`src/rtl/exe_alu_seq.sv`:
```
// exe_alu_seq: handshaked execute-stage ALU.
// Single-cycle AND/OR/ADD/SUB/SLT/NOR; unknown opcodes return 0.
// Iterative unsigned MUL/DIVU/REMU are built only when EXE_ALU_MULDIV_EN is
// defined. Without it, those opcodes behave like the legacy ALU: a single-cycle
// result of 0.
//
// state | meaning
// IDLE  | no result held, ready for a new operation
// BUSY  | multi-cycle iteration in progress, cnt counts down to 0
// DONE  | result registers valid, waiting for out_ready
module exe_alu_seq #(
    parameter int WIDTH = 32
) (
    input  logic             clk,
    input  logic             rst,
    input  logic             in_valid,
    output logic             in_ready,
    input  logic [3:0]       ALU_operation,
    input  logic [WIDTH-1:0] A,
    input  logic [WIDTH-1:0] B,
    output logic             out_valid,
    input  logic             out_ready,
    output logic [WIDTH-1:0] ALU_result,
    output logic             Zero,
    output logic             Overflow
);

    localparam logic [3:0] OP_AND  = 4'b0000;
    localparam logic [3:0] OP_OR   = 4'b0001;
    localparam logic [3:0] OP_ADD  = 4'b0010;
    localparam logic [3:0] OP_SUB  = 4'b0110;
    localparam logic [3:0] OP_SLT  = 4'b0111;
    localparam logic [3:0] OP_NOR  = 4'b1100;
    localparam logic [3:0] OP_MUL  = 4'b0011;
    localparam logic [3:0] OP_DIVU = 4'b0100;
    localparam logic [3:0] OP_REMU = 4'b0101;

    typedef enum logic [1:0] {S_IDLE, S_BUSY, S_DONE} state_t;

    state_t           state_q;
    logic             valid_q;
    logic [WIDTH-1:0] result_q;
    logic             zero_q;
    logic             ovf_q;

    logic             accept;
    logic             is_multi;
    logic [WIDTH-1:0] sum;
    logic [WIDTH-1:0] diff;
    logic             add_ovf;
    logic             sub_ovf;
    logic [WIDTH-1:0] sc_res;
    logic             sc_ovf;

    assign in_ready   = (state_q == S_IDLE) || ((state_q == S_DONE) && out_ready);
    assign accept     = in_valid && in_ready;
    assign out_valid  = valid_q;
    assign ALU_result = result_q;
    assign Zero       = zero_q;
    assign Overflow   = ovf_q;

    assign sum     = A + B;
    assign diff    = A - B;
    assign add_ovf = (A[WIDTH-1] == B[WIDTH-1]) && (sum[WIDTH-1] != A[WIDTH-1]);
    assign sub_ovf = (A[WIDTH-1] != B[WIDTH-1]) && (diff[WIDTH-1] != A[WIDTH-1]);

    // Single-cycle result and overflow; SLT is corrected by the SUB overflow.
    always_comb begin
        sc_res = '0;
        sc_ovf = 1'b0;
        case (ALU_operation)
            OP_AND: sc_res = A & B;
            OP_OR:  sc_res = A | B;
            OP_ADD: begin
                sc_res = sum;
                sc_ovf = add_ovf;
            end
            OP_SUB: begin
                sc_res = diff;
                sc_ovf = sub_ovf;
            end
            OP_SLT: sc_res = {{(WIDTH-1){1'b0}}, diff[WIDTH-1] ^ sub_ovf};
            OP_NOR: sc_res = ~(A | B);
            default: sc_res = '0;
        endcase
    end

`ifdef EXE_ALU_MULDIV_EN
    localparam int CW = $clog2(WIDTH);

    // acc_q: product accumulator or partial remainder.
    // opa_q: shifted multiplicand or dividend/quotient shift register.
    // opb_q: shifted multiplier or divisor.
    logic [CW-1:0]    cnt_q;
    logic             mul_q;
    logic             rem_q;
    logic [WIDTH-1:0] acc_q;
    logic [WIDTH-1:0] opa_q;
    logic [WIDTH-1:0] opb_q;
    logic [WIDTH-1:0] acc_d;
    logic [WIDTH-1:0] opa_d;
    logic [WIDTH-1:0] opb_d;
    logic [WIDTH:0]   trial;
    logic [WIDTH-1:0] iter_res;

    assign is_multi = (ALU_operation == OP_MUL) || (ALU_operation == OP_DIVU) ||
                      (ALU_operation == OP_REMU);

    // One shift-add or restoring-division step. A zero divisor always passes
    // the trial compare, giving an all-ones quotient and remainder == A.
    always_comb begin
        trial = {acc_q, opa_q[WIDTH-1]};
        acc_d = acc_q;
        opa_d = opa_q;
        opb_d = opb_q;
        if (mul_q) begin
            acc_d = opb_q[0] ? (acc_q + opa_q) : acc_q;
            opa_d = opa_q << 1;
            opb_d = opb_q >> 1;
        end else if (trial >= {1'b0, opb_q}) begin
            acc_d = trial[WIDTH-1:0] - opb_q;
            opa_d = {opa_q[WIDTH-2:0], 1'b1};
        end else begin
            acc_d = trial[WIDTH-1:0];
            opa_d = {opa_q[WIDTH-2:0], 1'b0};
        end
        iter_res = (mul_q || rem_q) ? acc_d : opa_d;
    end
`else
    assign is_multi = 1'b0;
`endif

    // Control FSM with registered result, flags and iteration datapath.
    always_ff @(posedge clk) begin
        if (rst) begin
            state_q  <= S_IDLE;
            valid_q  <= 1'b0;
            result_q <= '0;
            zero_q   <= 1'b1;
            ovf_q    <= 1'b0;
`ifdef EXE_ALU_MULDIV_EN
            cnt_q    <= '0;
            mul_q    <= 1'b0;
            rem_q    <= 1'b0;
            acc_q    <= '0;
            opa_q    <= '0;
            opb_q    <= '0;
`endif
        end else begin
            case (state_q)
                S_IDLE, S_DONE: begin
                    if (accept) begin
                        if (is_multi) begin
                            state_q <= S_BUSY;
                            valid_q <= 1'b0;
`ifdef EXE_ALU_MULDIV_EN
                            cnt_q   <= CW'(WIDTH - 1);
                            mul_q   <= (ALU_operation == OP_MUL);
                            rem_q   <= (ALU_operation == OP_REMU);
                            acc_q   <= '0;
                            opa_q   <= A;
                            opb_q   <= B;
`endif
                        end else begin
                            state_q  <= S_DONE;
                            valid_q  <= 1'b1;
                            result_q <= sc_res;
                            zero_q   <= (sc_res == '0);
                            ovf_q    <= sc_ovf;
                        end
                    end else if ((state_q == S_DONE) && out_ready) begin
                        state_q <= S_IDLE;
                        valid_q <= 1'b0;
                    end
                end
                S_BUSY: begin
`ifdef EXE_ALU_MULDIV_EN
                    acc_q <= acc_d;
                    opa_q <= opa_d;
                    opb_q <= opb_d;
                    if (cnt_q == '0) begin
                        state_q  <= S_DONE;
                        valid_q  <= 1'b1;
                        result_q <= iter_res;
                        zero_q   <= (iter_res == '0);
                        ovf_q    <= 1'b0;
                    end else begin
                        cnt_q <= cnt_q - CW'(1);
                    end
`else
                    state_q <= S_IDLE;
                    valid_q <= 1'b0;
`endif
                end
                default: begin
                    state_q <= S_IDLE;
                    valid_q <= 1'b0;
                end
            endcase
        end
    end

endmodule

```
`config.mk`:
```
export PLATFORM = sky130hd
export DESIGN_NAME = exe_alu_seq
export DESIGN_NICKNAME = d
export VERILOG_FILES = /design/src/rtl/exe_alu_seq.sv
export SDC_FILE = /design/constraint.sdc
export NUM_CORES = 1
export LEC_CHECK = 0
export CAP_MARGIN = 0
export CORE_MARGIN = 2
export CORE_UTILIZATION = 55
export DETAILED_ROUTE_END_ITERATION = 16
export PLACE_DENSITY = 0.91
export SLEW_MARGIN = 10
export SYNTH_ARGS = -nofsm -noshare
export SYNTH_HDL_FRONTEND = slang
export SYNTH_SLANG_ARGS = --single-unit
```
`constraint.sdc`:
```
create_clock -name clk -period 16.26 [get_ports clk]
set_input_delay 3.252 -clock clk [delete_from_list [all_inputs] [get_ports clk]]
set_output_delay 3.252 -clock clk [all_outputs]
set_load 0.005 [all_outputs]
```
== Word-level counts from Yosys, hierarchy flattened ==
Index checks and enable logic that the tools add are counted.
W data, S select, Z words.

* Flip-flop bits (word level): 36
* Input port bits: 72
* Output and inout bits: 36
* Word-level logic and storage cells: 39

* Add/subtract/negate cells: 2
* Eq/ne operators: 9
* Multiplexer cells: 6
* Bitwise operators: 5
* Reduce and logical (&&, ||, !) cells: 12

{| class="wikitable"
|+ Operators by type and width
! kind !! number
|-
| $pmux W32 S6 || 1
|-
| $add A32 B32 Y32 || 1
|-
| $and A32 B32 Y32 || 1
|-
| $logic_not A32 Y1 || 1
|-
| $not A32 Y32 || 1
|-
| $or A32 B32 Y32 || 1
|-
| $sub A32 B32 Y32 || 1
|-
| $eq A4 B3 Y1 const B || 2
|-
| $eq A4 B1 Y1 const B || 1
|-
| $eq A4 B2 Y1 const B || 1
|-
| $eq A4 B4 Y1 const B || 1
|-
| $logic_and A1 B1 Y1 || 4
|-
| $logic_not A4 Y1 || 1
|-
| $mux W2 || 2
|-
| $reduce_or A2 Y1 || 2
|-
| $ne A1 B1 Y1 || 3
|-
| $logic_not A2 Y1 || 1
|-
| $mux W1 || 2
|-
| $pmux W1 S2 || 1
|-
| $reduce_and A2 Y1 || 1
|-
| $reduce_bool A2 Y1 || 1
|-
| $eq A1 B1 Y1 || 1
|-
| $logic_or A1 B1 Y1 || 1
|-
| $not A1 Y1 || 1
|-
| $xor A1 B1 Y1 || 1
|}

== Longest topological paths before layout ==
* Word-level depth: 6
* Mapped depth: 27
* Depth with buffers taken out: 26

== Worst setup path after synthesis ==
OpenSTA, ideal clock, no wires.

* Path kind: input to register
* Start: in A[8]
* End: reg zero_q, in the netlist Zero
* Setup time: 0.060 ns
* Arrival: 7.355 ns
* Required time: 16.200 ns
* Slack: 8.845 ns
* Stages on the path: 27
* Buffers on the path: 1
* Cells stage by stage: inv_1 > ha_1 > clkbuf_1 > nor4_1 > o21ai_0 > o211ai_1 > a211oi_1 > nor3_1 > o22ai_1 > o21ba_2 > nor2_1 > o21ba_2 > nor2_1 > nor2_1 > nor2_1 > fa_1 > nand3_1 > a21oi_1 > a221oi_1 > nand3_1 > nor2_1 > nand4_1 > nor4_1 > nand4_1 > nor4_1 > and4_1 > a41o_1

* Word-level cells in the longest chain between the ends: 6
* Elaborated cells between the ends (all ways): 10
* Classes of those cells: add/sub (2); eq/ne (1); mux (1); bitwise (4); reduce/logical (2)

{| class="wikitable"
|+ Ends and longest elaborated chain
! element !! RTL line !! text
|-
| start, declared || 19 || <nowiki>input logic [WIDTH-1:0] A,</nowiki>
|-
| $sub A32 B32 Y32 || 63 || <nowiki>assign diff = A - B;</nowiki>
|-
| $ne A1 B1 Y1 || 65 || <nowiki>assign sub_ovf = (A[WIDTH-1] != B[WIDTH-1]) && (diff[WIDTH-1] != A[WIDTH-1]);</nowiki>
|-
| $logic_and A1 B1 Y1 || 65 ||
|-
| $xor A1 B1 Y1 || 82 || <nowiki>OP_SLT: sc_res = {{(WIDTH-1){1'b0}}, diff[WIDTH-1] ^ sub_ovf};</nowiki>
|-
| $pmux W32 S6 * || 71 || <nowiki>case (ALU_operation)</nowiki>
|-
| $logic_not A32 Y1 * || 168 || <nowiki>zero_q <= (sc_res == '0);</nowiki>
|-
| end signal, assigned || 168 ||
|-
| end, declared || 43 || <nowiki>logic zero_q;</nowiki>
|}

Every way passes the cells marked *; elsewhere a longest branch is shown, timed or not.
A chain may end at the register's enable or synchronous reset.

== Worst setup path after layout ==
* Start: in A[10]
* End: reg zero_q, in the netlist Zero

Same word-level chain as after synthesis.

==> impl_metrics.json <==
{
  "status": "completed",
  "crit_arrival_ns": 8.87,
  "p_per_area_nw_per_um2": 57.3,
  "avgSynthCellArea_sq_um": 7.00,
  "clk_latency_ns": 0.28,
  "yosysSeqAreaShare_pct": 10.9,
  "syn_inst": 918,
  "cts_sinks": 35,
  "clock_skew_ns": 0.00332,
  "leakage_nw": 3.34,
  "fin_ws_ns": 7.61,
  "die_x_um": 112,
  "clk_pin_slew_ns": 0.06,
  "setup_tns_ns": 0,
  "io_pins": 108,
  "cts_tree": "done",
  "cts_buffer_depth": 2,
  "drv_slew": 0,
  "drtPass1Iterations": 8,
  "hold_buffers": 0,
  "dp_slack_ns": 7.66,
  "switching_share_pct": 41.1,
  "layout.nets": 1160,
  "dr_wl_met2_mm": 10.1,
  "irDropWorstVdd_mv": 0.0705,
  "pwr-share-seq_pct": 22.0,
  "worst_setup_path_start_kind": "input pin",
  "setup_viol": 0,
  "cts_buffers": 5,
  "hold_slack_ns": 0.477,
  "cap_violations": 0,
  "num_antenna_cells": 0,
  "drc_errors": 0,
  "cts_resized": 0,
  "ys_ff_latch": 35,
  "ant_nets": 0,
  "netSwitchingPower_mw": 0.182,
  "port-buffer-count": 107,
  "synth_edf_count": 0,
  "final_cell_area_sq_um": 7710,
  "clkPwrFrac_pct": 25.0,
  "clockRootBuffer": "clkbuf_16",
  "gp_congestion": 1.00,
  "post-route-period-util_pct": 53.2,
  "die_area_sq_um": 12600,
  "drtIter0Drc": 1132,
  "wl_per_cell_um": 19.9,
  "ys.flop_type": "dfxtp_1",
  "dpl_cell_area_sq_um": 7540,
  "yosys_warnings": 0,
  "tightest_slew_ns": 1.21,
  "grt_pass1_wl_mm": 35.7,
  "synth_async_sr_flop_share_pct": 0,
  "hold_violations": 0,
  "slew_headroom_pct": 19.4,
  "m1WireLength_mm": 9.24,
  "cts_max_level": 2,
  "rows": 39,
  "fmax_mhz": 116,
  "grt_max_degree": 62,
  "hp-class": "reg2reg",
  "intPower_mw": 0.260,
  "cp_max_fo": 10,
  "routed_wl_mm": 22.4,
  "synthesis.nets": 1095,
  "initial_core_util_pct": 56.3,
  "worst-setup-path-type": "in2reg",
  "overflow": 0,
  "final_core_util_pct": 67.5,
  "vias": 7623,
  "fin_crit_ns": 8.65,
  "yosys.cell_types.count": 85,
  "wl_met3_mm": 2.40,
  "syn_area_sq_um": 6420,
  "fp.coreArea_sq_um": 11400,
  "critPathRequiredTime_ns": 16.49,
  "hpwl_mm": 17.3,
  "cp-end-kind": "flop",
  "power.share.combinational_pct": 53.0,
  "finalNonFillerCells": 1127,
  "nFillCells": 1006,
  "finalPower_mw": 0.442,
  "dr.max_layer_used": "met4",
  "grt_pass1_vias": 6978,
  "viasPerCell": 6.76,
  "antenna_found_initial": 0,
  "dp.cells": 1119,
  "area_delta_synth_final_pct": 20.0,
  "grt_use_total_pct": 34.3,
  "post_cts_buffers": 0,
  "rsz0062_at_grt": "no",
  "drive_gt1_share_pct": 4.27,
  "fp.dieH_um": 112
}
==> worst paths after layout <==
path | cells past startpoint | end | start | slack [ns]
hold / removal | 2 | ALU_result[4] | ALU_result[4] | 0.48
hold reg to reg | 2 | ALU_result[4] | ALU_result[4] | 0.48
setup / recovery | 27 | Zero | A[10] | 7.61
setup reg to reg | 12 | Zero | state_q[1] | 12.92
==> state kept, by name, summed over array words and instances (netlist names) <==
signal	count
ALU_result	32
Overflow	1
Zero	1
state_q	1
==> cell usage in the layout (no fill, tap or decap), types with 9 or more instances in the layout <==
cell type | netlist | layout
a22oi_1 | 10 | 10
nor4_1 | 13 | 12
o21ai_0 | 42 | 42
a221o_1 | 18 | 18
a21oi_1 | 90 | 90
o22ai_1 | 10 | 10
nor2_1 | 110 | 110
nand3_1 | 12 | 12
dfxtp_1 | 35 | 35
a221oi_1 | 15 | 15
buf_4 | 0 | 9
ha_1 | 102 | 102
clkdlybuf4s50_1 | 0 | 107
nor2b_1 | 10 | 10
nand2_1 | 56 | 56
nor3_1 | 19 | 19
o21bai_1 | 10 | 10
a211oi_1 | 29 | 29
o31ai_1 | 15 | 15
inv_1 | 97 | 97
nand4_1 | 9 | 9
o211ai_1 | 14 | 14
==> synth_stat cells (7+ instances only) <==
library cell | count | area, sq um
o221ai_1 | 7 | 61.3
o21ai_0 | 42 | 210
dfxtp_1 | 35 | 701
a31oi_1 | 7 | 43.8
ha_1 | 102 | 1280
nor2b_1 | 10 | 62.6
o21a_1 | 7 | 52.6
o31ai_1 | 15 | 113
a22oi_1 | 10 | 75.1
a211oi_1 | 29 | 218
o21bai_1 | 10 | 75.1
nand4_1 | 9 | 56.3
nor4_1 | 13 | 81.3
o22ai_1 | 10 | 62.6
a221o_1 | 18 | 180
inv_1 | 97 | 364
nand3_1 | 12 | 60.1
a221oi_1 | 15 | 131
clkbuf_1 | 53 | 199
a21oi_1 | 90 | 450
nor2_1 | 110 | 413
nor3_1 | 19 | 95.1
nand2_1 | 56 | 210
o211ai_1 | 14 | 105
==> worst max-delay path, cell delays in order <==
cell and delay [ns]:
clkdlybuf4s50_1 0.54, inv_1 0.07, ha_1 0.41, nor4_1 0.55, o21ai_0 0.17, o211ai_1 0.16
a211oi_1 0.23, nor3_1 0.25, o22ai_1 0.17, o21ba_2 0.23, nor2_1 0.08, o21ba_2 0.13
nor2_1 0.04, nor2_1 0.08, nor2_1 0.07, fa_1 0.36, nand3_1 0.07, a21oi_1 0.09
a221oi_1 0.36, nand3_1 0.11, nor2_1 0.14, nand4_1 0.13, nor4_1 0.32, nand4_1 0.17
nor4_1 0.31, and4_1 0.23, a41o_1 0.16
==> logic make-up after synthesis <==
family,after synthesis,share of synthesized area (%)
mux,4,0.643
fa+ha+maj,105,20.8
simple gates,273,20.4
buf+inv,155,9.21
xor+xnor,10,1.36
compound gates,336,36.7
flops,35,10.9
==> per-layer routing <==
metal  global-route usage [%]  up-vias
met5                        0        -
li1                         -     3504
met3                     3.89       70
met2                     56.4      541
met4                     9.84        0
met1                     47.6     3508
==> power groups by stage <==
stage	Clock (mW)	Combinational, mW	Sequential (mW)
2_1_floorplan	0	0.143	0.0988
3_3_place_gp	0	0.222	0.0984
3_5_place_dp	0	0.225	0.0988
4_1_cts	0.109	0.227	0.0970
5_1_grt	0.114	0.253	0.0977
6_report	0.111	0.234	0.0971
==> final cells by class <==
class,instances,area [sq um],area share [%]
Clock inverter,3,43.8,0.568
Multi-Input combinational cell,728,5160,66.9
Sequential cell,35,701,9.09
Inverter,97,364,4.72
Timing Repair Buffer,116,1140,14.8
Clock buffer,5,125,1.62
Tap cell,143,179,2.32
No activity file was read; power rests on OpenSTA's default activity.
